[src/rtl/rram_host_if.sv]
// Requester-side front end for the RRAM controller. Requests are buffered in a
// two-entry FIFO. Each request is launched as a single EN pulse, and the
// request fields are held on the mem_* outputs for the whole operation.
// The operation completes on EN_SA (read) or WRITE (write), or ends on a
// watchdog timeout. Exactly one response is returned per request.
module rram_host_if #(
  parameter int B_SIZE  = 4,
  parameter int X_SIZE  = 3,
  parameter int Y_SIZE  = 5,
  parameter int TIMEOUT = 8
) (
  input  logic                       clk,
  input  logic                       reset,
  input  logic                       req_valid,
  output logic                       req_ready,
  input  logic                       req_rw,
  input  logic [X_SIZE+Y_SIZE-1:0]   req_addr,
  input  logic [B_SIZE-1:0]          req_wdata,
  output logic                       rsp_valid,
  input  logic                       rsp_ready,
  output logic                       rsp_rw,
  output logic [B_SIZE-1:0]          rsp_rdata,
  output logic                       rsp_err,
  output logic                       mem_en,
  output logic                       mem_rw,
  output logic [X_SIZE-1:0]          mem_x_addr,
  output logic [Y_SIZE-1:0]          mem_y_addr,
  output logic [B_SIZE-1:0]          mem_wdata,
  input  logic                       mem_write,
  input  logic                       mem_en_sa,
  input  logic [B_SIZE-1:0]          mem_sa_out,
  output logic                       busy
);

  localparam int A_SIZE = X_SIZE + Y_SIZE;
  localparam int E_SIZE = 1 + A_SIZE + B_SIZE;
  localparam int CNT_W  = $clog2(TIMEOUT);
  localparam logic [CNT_W-1:0] CNT_LAST = CNT_W'(TIMEOUT - 1);

  typedef enum logic [1:0] {IDLE, ISSUE, WAIT, RESP} state_t;

  state_t state_reg, state_next;

  // Request FIFO bookkeeping
  logic [1:0]        count_reg;
  logic              wr_ptr_reg;
  logic              rd_ptr_reg;
  logic [E_SIZE-1:0] slot_data [2];
  logic [E_SIZE-1:0] head_entry;
  logic              push;
  logic              pop;

  // Operation currently owned by the FSM
  logic              op_rw_reg;
  logic [A_SIZE-1:0] op_addr_reg;
  logic [B_SIZE-1:0] op_wdata_reg;
  logic [CNT_W-1:0]  cnt_reg;
  logic [B_SIZE-1:0] rdata_reg;
  logic              err_reg;

  logic rd_done;
  logic wr_done;
  logic timed_out;

  // req_ready is forced low while reset is held, so nothing can be accepted then.
  assign req_ready  = ~reset & ~count_reg[1];
  assign push       = req_valid & req_ready;
  assign pop        = (state_reg == IDLE) && (count_reg != 2'd0);
  assign head_entry = slot_data[rd_ptr_reg];

  genvar gi;
  generate
    for (gi = 0; gi < 2; gi++) begin : gen_slot
      logic [E_SIZE-1:0] slot_reg;
      // Store the incoming request when this slot is the write target.
      always_ff @(posedge clk) begin
        if (reset) begin
          slot_reg <= '0;
        end else if (push && (wr_ptr_reg == 1'(gi))) begin
          slot_reg <= {req_rw, req_addr, req_wdata};
        end
      end
      assign slot_data[gi] = slot_reg;
    end
  endgenerate

  // FIFO pointers and occupancy. A push is blocked when the FIFO is full, even if a pop happens that same cycle.
  always_ff @(posedge clk) begin
    if (reset) begin
      count_reg  <= 2'd0;
      wr_ptr_reg <= 1'b0;
      rd_ptr_reg <= 1'b0;
    end else begin
      if (push) wr_ptr_reg <= ~wr_ptr_reg;
      if (pop)  rd_ptr_reg <= ~rd_ptr_reg;
      case ({push, pop})
        2'b10:   count_reg <= count_reg + 2'd1;
        2'b01:   count_reg <= count_reg - 2'd1;
        default: count_reg <= count_reg;
      endcase
    end
  end

  // Completion detection. A completion event in the last WAIT cycle takes precedence over the timeout.
  assign rd_done   = (state_reg == WAIT) &  op_rw_reg & mem_en_sa;
  assign wr_done   = (state_reg == WAIT) & ~op_rw_reg & mem_write;
  assign timed_out = (state_reg == WAIT) && (cnt_reg == CNT_LAST) && !rd_done && !wr_done;

  // FSM state register
  always_ff @(posedge clk) begin
    if (reset) state_reg <= IDLE;
    else       state_reg <= state_next;
  end

  // FSM next-state logic
  always_comb begin
    state_next = state_reg;
    case (state_reg)
      IDLE:    if (pop) state_next = ISSUE;
      ISSUE:   state_next = WAIT;
      WAIT:    if (rd_done || wr_done || timed_out) state_next = RESP;
      RESP:    if (rsp_ready) state_next = IDLE;
      default: state_next = IDLE;
    endcase
  end

  // Operation register, watchdog counter and response capture
  always_ff @(posedge clk) begin
    if (reset) begin
      op_rw_reg    <= 1'b0;
      op_addr_reg  <= '0;
      op_wdata_reg <= '0;
      cnt_reg      <= '0;
      rdata_reg    <= '0;
      err_reg      <= 1'b0;
    end else begin
      if (pop) begin
        {op_rw_reg, op_addr_reg, op_wdata_reg} <= head_entry;
      end
      if (state_reg == ISSUE) begin
        cnt_reg <= '0;
      end else if ((state_reg == WAIT) && (cnt_reg != CNT_LAST)) begin
        cnt_reg <= cnt_reg + 1'b1;
      end
      if (rd_done) begin
        rdata_reg <= mem_sa_out;
        err_reg   <= 1'b0;
      end else if (wr_done) begin
        rdata_reg <= '0;
        err_reg   <= 1'b0;
      end else if (timed_out) begin
        rdata_reg <= '0;
        err_reg   <= 1'b1;
      end
    end
  end

  assign mem_en     = (state_reg == ISSUE);
  assign mem_rw     = op_rw_reg;
  assign mem_x_addr = op_addr_reg[X_SIZE-1:0];
  assign mem_y_addr = op_addr_reg[A_SIZE-1:X_SIZE];
  assign mem_wdata  = op_wdata_reg;
  assign rsp_valid  = (state_reg == RESP);
  assign rsp_rw     = op_rw_reg;
  assign rsp_rdata  = rdata_reg;
  assign rsp_err    = err_reg;
  assign busy       = (state_reg != IDLE) || (count_reg != 2'd0);

endmodule

[config.mk]
export PLATFORM = sky130hd
export DESIGN_NAME = rram_host_if
export DESIGN_NICKNAME = d
export VERILOG_FILES = /design/src/rtl/rram_host_if.sv
export SDC_FILE = /design/constraint.sdc
export NUM_CORES = 1
export LEC_CHECK = 0
export CORE_ASPECT_RATIO = 1.4
export CORE_UTILIZATION = 55
export DETAILED_ROUTE_END_ITERATION = 8
export DONT_BUFFER_PORTS = 1
export PLACE_DENSITY_LB_ADDON = 0.2
export REMOVE_ABC_BUFFERS = 1
export SLEW_MARGIN = 20
export SYNTH_ARGS = -nofsm -noshare
export SYNTH_HDL_FRONTEND = slang
export SYNTH_SLANG_ARGS = --single-unit
[constraint.sdc]
create_clock -name clk -period 5.3 [get_ports clk]
set_input_delay 1.06 -clock clk [delete_from_list [all_inputs] [get_ports clk]]
set_output_delay 1.06 -clock clk [all_outputs]
set_load 0.02 [all_outputs]
Word level (Yosys, flattened, before mapping)
Index checks and enable logic that the tools add are counted.
- output and inout port bits: 23
- bits in registers: 53
- input port bits: 23
- word-level logic and storage cells: 69
- equality and inequality tests: 10
- $lt $le $gt $ge: 1
- reduce and logical (&&, ||, !) cells: 20
- mux-type cells: 11
- $add $sub $neg: 3
- bitwise gates (word level): 12
- operators by type and width (cell ; count):
    13-bit two-way mux ; 3
    4-bit two-way mux ; 3
    2-bit one-hot mux with 4 select lines ; 1
    1-bit logical AND ; 7
    1-bit bitwise AND ; 6
    2-bit equality test (second input constant) ; 3
    2-bit two-way mux ; 3
    2-bit nonzero test ; 3
    1-bit inverter ; 5
    2-bit by 1-bit equality test with 1-bit output (second input constant) ; 2
    2-bit by 1-bit != test with 1-bit output (second input constant) ; 2
    2-bit one-hot mux with 2 select lines ; 1
    3-bit by 1-bit adder with 3-bit output (second input constant) ; 1
    3-bit equality test (second input constant) ; 1
    1-bit logical OR ; 3
    3-bit != test (second input constant) ; 1
    3-bit AND reduction ; 1
    3-bit nonzero test ; 1
    3-bit OR reduction ; 1
    2-bit by 1-bit adder with 2-bit output (second input constant) ; 1
    2-bit >= comparator (second input constant) ; 1
    1-bit zero test ; 2
    2-bit zero test ; 1
    2-bit != test (second input constant) ; 1
    other kinds (3) ; 3

Logic depth before layout (Yosys ltp)
Gate-level depths: netlist of the first run.
- depth after elaboration: 9
- gate-level depth with buffers: 9
- depth with buffers taken out: 7

Least setup slack after synthesis of the first run
Ideal clock, no wire load.
- path kind: input to output
- from: input port reset
- to: output port req_ready
- buffers on the path: 0
- setup slack: 2.850 ns
- stages: 1
- arrival: 1.390 ns
- required time: 4.240 ns
- cell sequence: nor2_1
- longest elaborated chain between the ends: 2
- ends and longest elaborated chain (element ; RTL line ; text):
    start: declaration ; 13 ; input logic reset,
    1-bit inverter ; 66 ; assign req_ready = ~reset & ~count_reg[1];
    1-bit bitwise AND ; 66 ;
    end: declaration ; 15 ; output logic req_ready,
No other way between the ends.

Final worst setup path of the first run
- from: register state_reg[0]
- to: output port busy
- longest elaborated chain between the ends: 2
- ends and longest elaborated chain (element ; RTL line ; text):
    start: declaration ; 42 ; state_t state_reg, state_next;
    start signal: assignment ; 112 ; else state_reg <= state_next;
    2-bit nonzero test ; 167 ; assign busy = (state_reg != IDLE) || (count_reg != 2'd0);
    1-bit logical OR ; 167 ;
    end: declaration ; 32 ; output logic busy
No other way between the ends.

==> results of run 1 <==
## worst register-to-register path: cells and delay by family (launching register included)
| family | cells | cell delay (ns) |
|---|---|---|
| flops | 1 | 0.34 |
| buf+inv | 1 | 0.12 |
| fa+ha+maj | 2 | 0.61 |
| compound gates | 2 | 0.90 |
| simple gates | 1 | 0.37 |
## layer usage
layer  vias up  track usage  wire [µm]
met5         -            0          0
met4         0      0.08250         69
met3         5      0.06786        243
met2        33       0.3398       1854
met1       692       0.2446       1735
li1        809            -          -
## worst paths after layout
kind / to / slack (ns) / cells after the start
worst max-delay path: busy / 2.73 / 3
worst min-delay path: gen_slot[1].slot_reg[4]$_SDFFE_PP0P_ / 0.45 / 2
worst max register to register: count_reg[1]$_SDFFE_PP0P_ / 2.89 / 6
worst min register to register: gen_slot[1].slot_reg[4]$_SDFFE_PP0P_ / 0.45 / 2
## cell usage after synthesis, drive strengths merged, types with 2 or more instances
cell type  count
buf           11
mux2i         16
nand2         52
o21ai          2
clkbuf         5
a22oi          4
or3b           2
dfxtp         53
nor3           3
a211oi        13
nand2b         2
nor2          23
a21oi         30
xnor2          4
ha             8
and3           2
inv            3
## logic make-up after synthesis
logic type	after synthesis	share of synthesized area
fa+ha+maj	8	0.04598
compound gates	53	0.1477
buf+inv	19	0.04252
mux	16	0.07356
flops	53	0.4874
simple gates	91	0.1828
xor+xnor	5	0.02011
## through the flow
stage | hold WS [ns] | area, µm² | std cells
2_1_floorplan | 0.4296 | 2096 | 229
3_3_place_gp | 0.4352 | 2148 | 271
3_5_place_dp | 0.4398 | 2148 | 271
4_1_cts | 0.4530 | 2245 | 279
5_1_grt | 0.4676 | 2245 | 279
6_report | 0.4519 | 2245 | 279
## cell type report
| cell class | instances | area, µm² | area share |
|---|---|---|---|
| Clock inverter | 2 | 13.76 | 0.006132 |
| Multi-Input combinational cell | 173 | 1023 | 0.4560 |
| Sequential cell | 53 | 1061 | 0.4727 |
| Tap cell | 42 | 52.55 | 0.02341 |
| Clock buffer | 6 | 82.58 | 0.03679 |
| Inverter | 3 | 11.26 | 0.005017 |
## power by group
group / switching [W] / leakage [nW] / internal (W)
sequential: 0.000151 / 0.432 / 0.000490
clock: 0.000129 / 0.0512 / 0.000106
combinational: 0.000204 / 0.307 / 0.000152
==> metrics.txt, run 1 <==
Setup CP Type register to output port; top cell type's share of synthesized area 0.4874; final setup margin between 2 and 3 ns; P&R area growth vs syn 3.103%; final hold violations 0; final setup fails 0; PwrDens ~550 nW/µm²; Core Area approximately 3700 µm²; Cell Chain, Critical Path inv_1 -> ha_1 -> or3b_2; Vias/cell between 5 and 6; final core utilization 0.6053; crit share post-route 0.4840; outcome complete, no violations; Post-DP HPWL 2501 µm; setup tns final 0 ns; initial antenna violation count 0; H-Tree Depth 2; post-cts gate resize count 0; LEAKAGE between 0.7 and 0.8 nW; minimum clock period about 2.6 ns; drt pass-1 iters 4; Fmax about 0.39 GHz; Die X 55.18 µm; clk buf depth 2; slew margin rel. 0.3613; I/O Buffers 0; Worst-path clk slew 0.09 ns; Slew @ Worst Pin about 0.96 ns; row count 26; filler instances ~350; antenna diode count 0; Critical Path End Type output port; beginning of the critical path state_reg[0]$_SDFFE_PP0P_; final WL 3902 µm; Final ANT Viol Nets 0; Post-Syn Area around 2200 µm²; FF+latch count, synth between 50 and 60; nets@finish between 200 and 300; pin count of the biggest net entering global routing 58; startpoint types register; Synth area leader dfxtp_1; overflow left after global routing 0; VDD IR-drop max 0.4387 mV; # Max-Cap Violations 0; CTS tree yes; top_reg_cell synth dfxtp_1; GRT Overall Usage 0.2097; Ports 46; Synth area leaders dfxtp_1 49%, nand2_1 9.0%, mux2i_1 7.4%, a21oi_1 6.9%, ha_1 4.6%; most frequent cells in the layout 53 x dfxtp_1, 52 x nand2_1, 30 x a21oi_1; Worst EP required between 4 and 5 ns; Clock Skews 0.005275 ns; worst hold path class register to register; reg2reg start state_reg[0]$_SDFFE_PP0P_; Pwr Total 0.001232 W; most common cell after layout, fill and taps aside dfxtp_1; Initial Utilization 0.5870; Placer Congestion ~0.7; RSZ-0062 raised after global routing no; sequential area share after synthesis 0.4874; Data arrival, critical path ~1.5 ns; Die Area ~4200 µm²; max-slew violation count 0; synth warn 0; cts hold-fix bufs 0; CP peak stage delay ~0.54 ns; WL per Instance ~14 µm; CP Buf/Inv Count 1; # DRC 0; via count around 1500; # clock sinks between 50 and 60; count of flip-flops with a built-in enable after synthesis 0; Post-CTS Setup Inserts 0; global-route wire length before repair 6417 µm; Top delay family on crit path simple AND/OR/NAND/NOR gates; Hold Path Origin gen_slot[1].slot_reg[4]$_SDFFE_PP0P_; Gate Count Post-Synth roughly 250; CTS buffer count 5; pre-CTS setup slack 2.821 ns; ys async rst share 0; vias in the first global route approximately 1400; Die Span Y 76.44 µm; CP Max Fanout 4; Largest register FFs 26; CTS root buf clkbuf_8; initial DRC count between 50 and 60; Yosys cell types 34; syn_area_per_cell between 8 and 9 µm²; highest-delay cell along the critical path or3b_2; ratio of cells with drive above 1 in the final layout 0.05063; worst skew pair latency 0.31 ns
Power figures use the tool's default switching activity.
==> run 2: changes to the inputs <==
==> constraint.sdc (replaced) <==
create_clock -name clk -period 2.4 [get_ports clk]
set_input_delay 0.48 -clock clk [delete_from_list [all_inputs] [get_ports clk]]
set_output_delay 0.48 -clock clk [all_outputs]
set_load 0.02 [all_outputs]
==> run 2 against run 1 <==
  * Total power grew 120%
  * Combinational power grew 140%
  * Utilization grew 0.74 points
  * Register-to-register slack lost 2.3 ns
  * Sequential cell count is the same
  * Non-clock buffer count grew 3
  * Sequential share of layout area shrank 0.57 points
  * Critical path depth is the same
  * Clock power grew 130%
  * Global-route usage grew 0.93 points
  * First-iteration DRC count shrank 42%
  * Critical path type unchanged
  * Largest power group unchanged
==> metrics.txt, run 2 (same netlist as run 1, synthesis figures left out) <==
# DRC 0 (unchanged); r2r setup slk 0.58 ns (was 2.89 ns); CTS tree yes (unchanged); filler instances 367 (was 352); CTS root buf clkbuf_8 (unchanged); area of the multi-input gates 1023 µm² (unchanged); ratio of cells with drive above 1 in the final layout 0.06250 (was 0.05063); Initial Utilization 0.5870 (unchanged); worst hold path class primary input to register (was register to register); row count 26 (unchanged); most frequent cells in the layout 53 x dfxtp_1, 52 x nand2_1, 30 x a21oi_1 (unchanged); CTS buffer count 5 (unchanged); Die X 55.18 µm (unchanged); Placer Congestion 0.6980 (was 0.6828); Hold Path Origin reset (was gen_slot[1].slot_reg[4]$_SDFFE_PP0P_); hold path depth 1 (was 2); I/O Buffers 0 (unchanged); placed insts 274 (was 271); final WL 4048 µm (was 3902 µm); setup tns final 0 ns (unchanged); antenna diode count 0 (unchanged); startpoint types register (unchanged); Reg2Reg Depth 6 (unchanged); # Max-Cap Violations 0 (unchanged); clk buf depth 2 (unchanged); final setup fails 0 (unchanged); GRT Overall Usage 0.2190 (was 0.2097); crit share post-route 0.8374; Largest register FFs 26 (unchanged); initial antenna violation count 0 (unchanged); Ports 46 (unchanged); final hold violations 0 (unchanged); outcome complete, no violations (unchanged); via count 1588 (was 1539); Reg area 1061 µm² (unchanged); Die Area 4218 µm² (unchanged); reg2reg start state_reg[0]$_SDFFE_PP0P_ (unchanged); Core Area 3709 µm² (unchanged); RSZ-0062 raised after global routing no (unchanged); Die Span Y 76.44 µm (unchanged); LEAKAGE 0.8091 nW (was 0.7902 nW); Post-DP HPWL 2662 µm (was 2501 µm); Fmax between 0.4 and 0.5 GHz; VDD IR-drop max 0.8648 mV (was 0.4387 mV); Critical Path End Type output port (unchanged); cts hold-fix bufs 0 (unchanged); nets@finish 270 (was 267); CP Max Fanout 4 (unchanged); # clock sinks 53 (unchanged); post-cts gate resize count 0 (unchanged); Worst-path clk slew 0.09 ns (about the same); Final ANT Viol Nets 0 (unchanged); pre-CTS setup slack 0.5525 ns (was 2.821 ns); final setup margin 0.3903 ns (was 2.735 ns); Setup CP Type register to output port (unchanged); highest-delay cell along the critical path or3b_2 (unchanged); Cell Chain, Critical Path inv_1 -> ha_1 -> or3b_2 (unchanged); fin cells 282 (was 279); slew margin rel. 0.6355 (was 0.3613); Vias/cell 5.631 (was 5.516); P&R area growth vs syn 4.368% (was 3.103%); minimum clock period between 2 and 2.5 ns; max-slew violation count 0 (unchanged); global-route wire length before repair 6727 µm (was 6417 µm); PwrDens 1220 nW/µm² (was 549.1 nW/µm²); Data arrival, critical path 1.53 ns (was 1.51 ns); vias in the first global route 1545 (was 1431); Slew @ Worst Pin 0.5468 ns (was 0.9581 ns); overflow left after global routing 0 (unchanged); Worst EP required 1.92 ns (was 4.24 ns); initial DRC count 31 (was 53); CP peak stage delay 0.54 ns (about the same); Min Hold Slack 0.2342 ns (was 0.4519 ns); most common cell after layout, fill and taps aside dfxtp_1 (unchanged); Post-CTS Setup Inserts 0 (unchanged); H-Tree Depth 2 (unchanged); WL per Instance 14.35 µm (was 13.99 µm); worst skew pair latency 0.30 ns (was 0.31 ns); pin count of the biggest net entering global routing 58 (unchanged); Clock Skews 0.002375 ns (was 0.005275 ns); endpoint of the worst hold path gen_slot[0].slot_reg[8]$_SDFFE_PP0P_ (was gen_slot[1].slot_reg[4]$_SDFFE_PP0P_); drt pass-1 iters 4 (unchanged); reg2reg end state_reg[0]$_SDFFE_PP0P_ (was count_reg[1]$_SDFFE_PP0P_)
run 2: cell count changes in the layout (fill, tap and decap cells not counted), sizes merged:
cell / before / now
clkinv: 2 / 1
clkbuf: 6 / 7
buf: 0 / 3
run 2: report_power, final:
group | leakage, nW | total (W) | switching [W] | internal, W
clock network | 0.0542 | 0.000534 | 0.000273 | 0.000261
logic | 0.323 | 0.000865 | 0.000506 | 0.000359
registers | 0.432 | 0.00137 | 0.000291 | 0.00108
total | 0.809 | 0.00277 | 0.00107 | 0.00170
run 2: stage by stage:
step / area [µm²] / power, W / utilization
finish: 2272 / 0.002772 / 0.6127
global route: 2272 / 0.002972 / 0.6127
CTS: 2272 / 0.002808 / 0.6127
detailed placement: 2171 / 0.002275 / 0.5854
global placement: 2171 / 0.002244 / 0.5854
floorplan: 2096 / 0.002061 / -
run 2: layout make-up:
class | count | area share
flip-flops and latches | 53 | 0.4670
multi-input cells | 173 | 0.4504
clock buffers | 7 | 0.04240
well taps | 42 | 0.02313
repair buffers | 3 | 0.009912
inverters | 3 | 0.004956
clock inverters | 1 | 0.002203
run 2: how the worst max path moves through the flow:
stage                                          from                        end  slack, ns  cells past startpoint
after floorplan           state_reg[0]$_SDFFE_PP0P_  count_reg[1]$_SDFFE_PP0P_       0.32                      6
after global placement                        reset  count_reg[1]$_SDFFE_PP0P_       0.61                      4
after detailed placement  state_reg[0]$_SDFFE_PP0P_  state_reg[0]$_SDFFE_PP0P_       0.55                      6
after CTS                 state_reg[0]$_SDFFE_PP0P_                       busy       0.38                      3
after global routing      state_reg[0]$_SDFFE_PP0P_                       busy       0.31                      3
final                     state_reg[0]$_SDFFE_PP0P_                       busy       0.39                      3
run 2: layer usage:
layer | vias to the layer above | wire length (µm) | global-route usage | part of all wire
met5 | - | 0 | 0 | 0
met4 | 0 | 74 | 0.08250 | 0.018
met3 | 5 | 218 | 0.05788 | 0.054
met2 | 35 | 2031 | 0.3602 | 0.50
met1 | 737 | 1723 | 0.2602 | 0.43
li1 | 811 | - | - | -
run 2: critical path, delay by kind of cell, from the launching register on:
family,cells,cell delay [ns]
fa+ha+maj,1,0.22
buf+inv,1,0.13
flops,1,0.34
simple gates,1,0.54
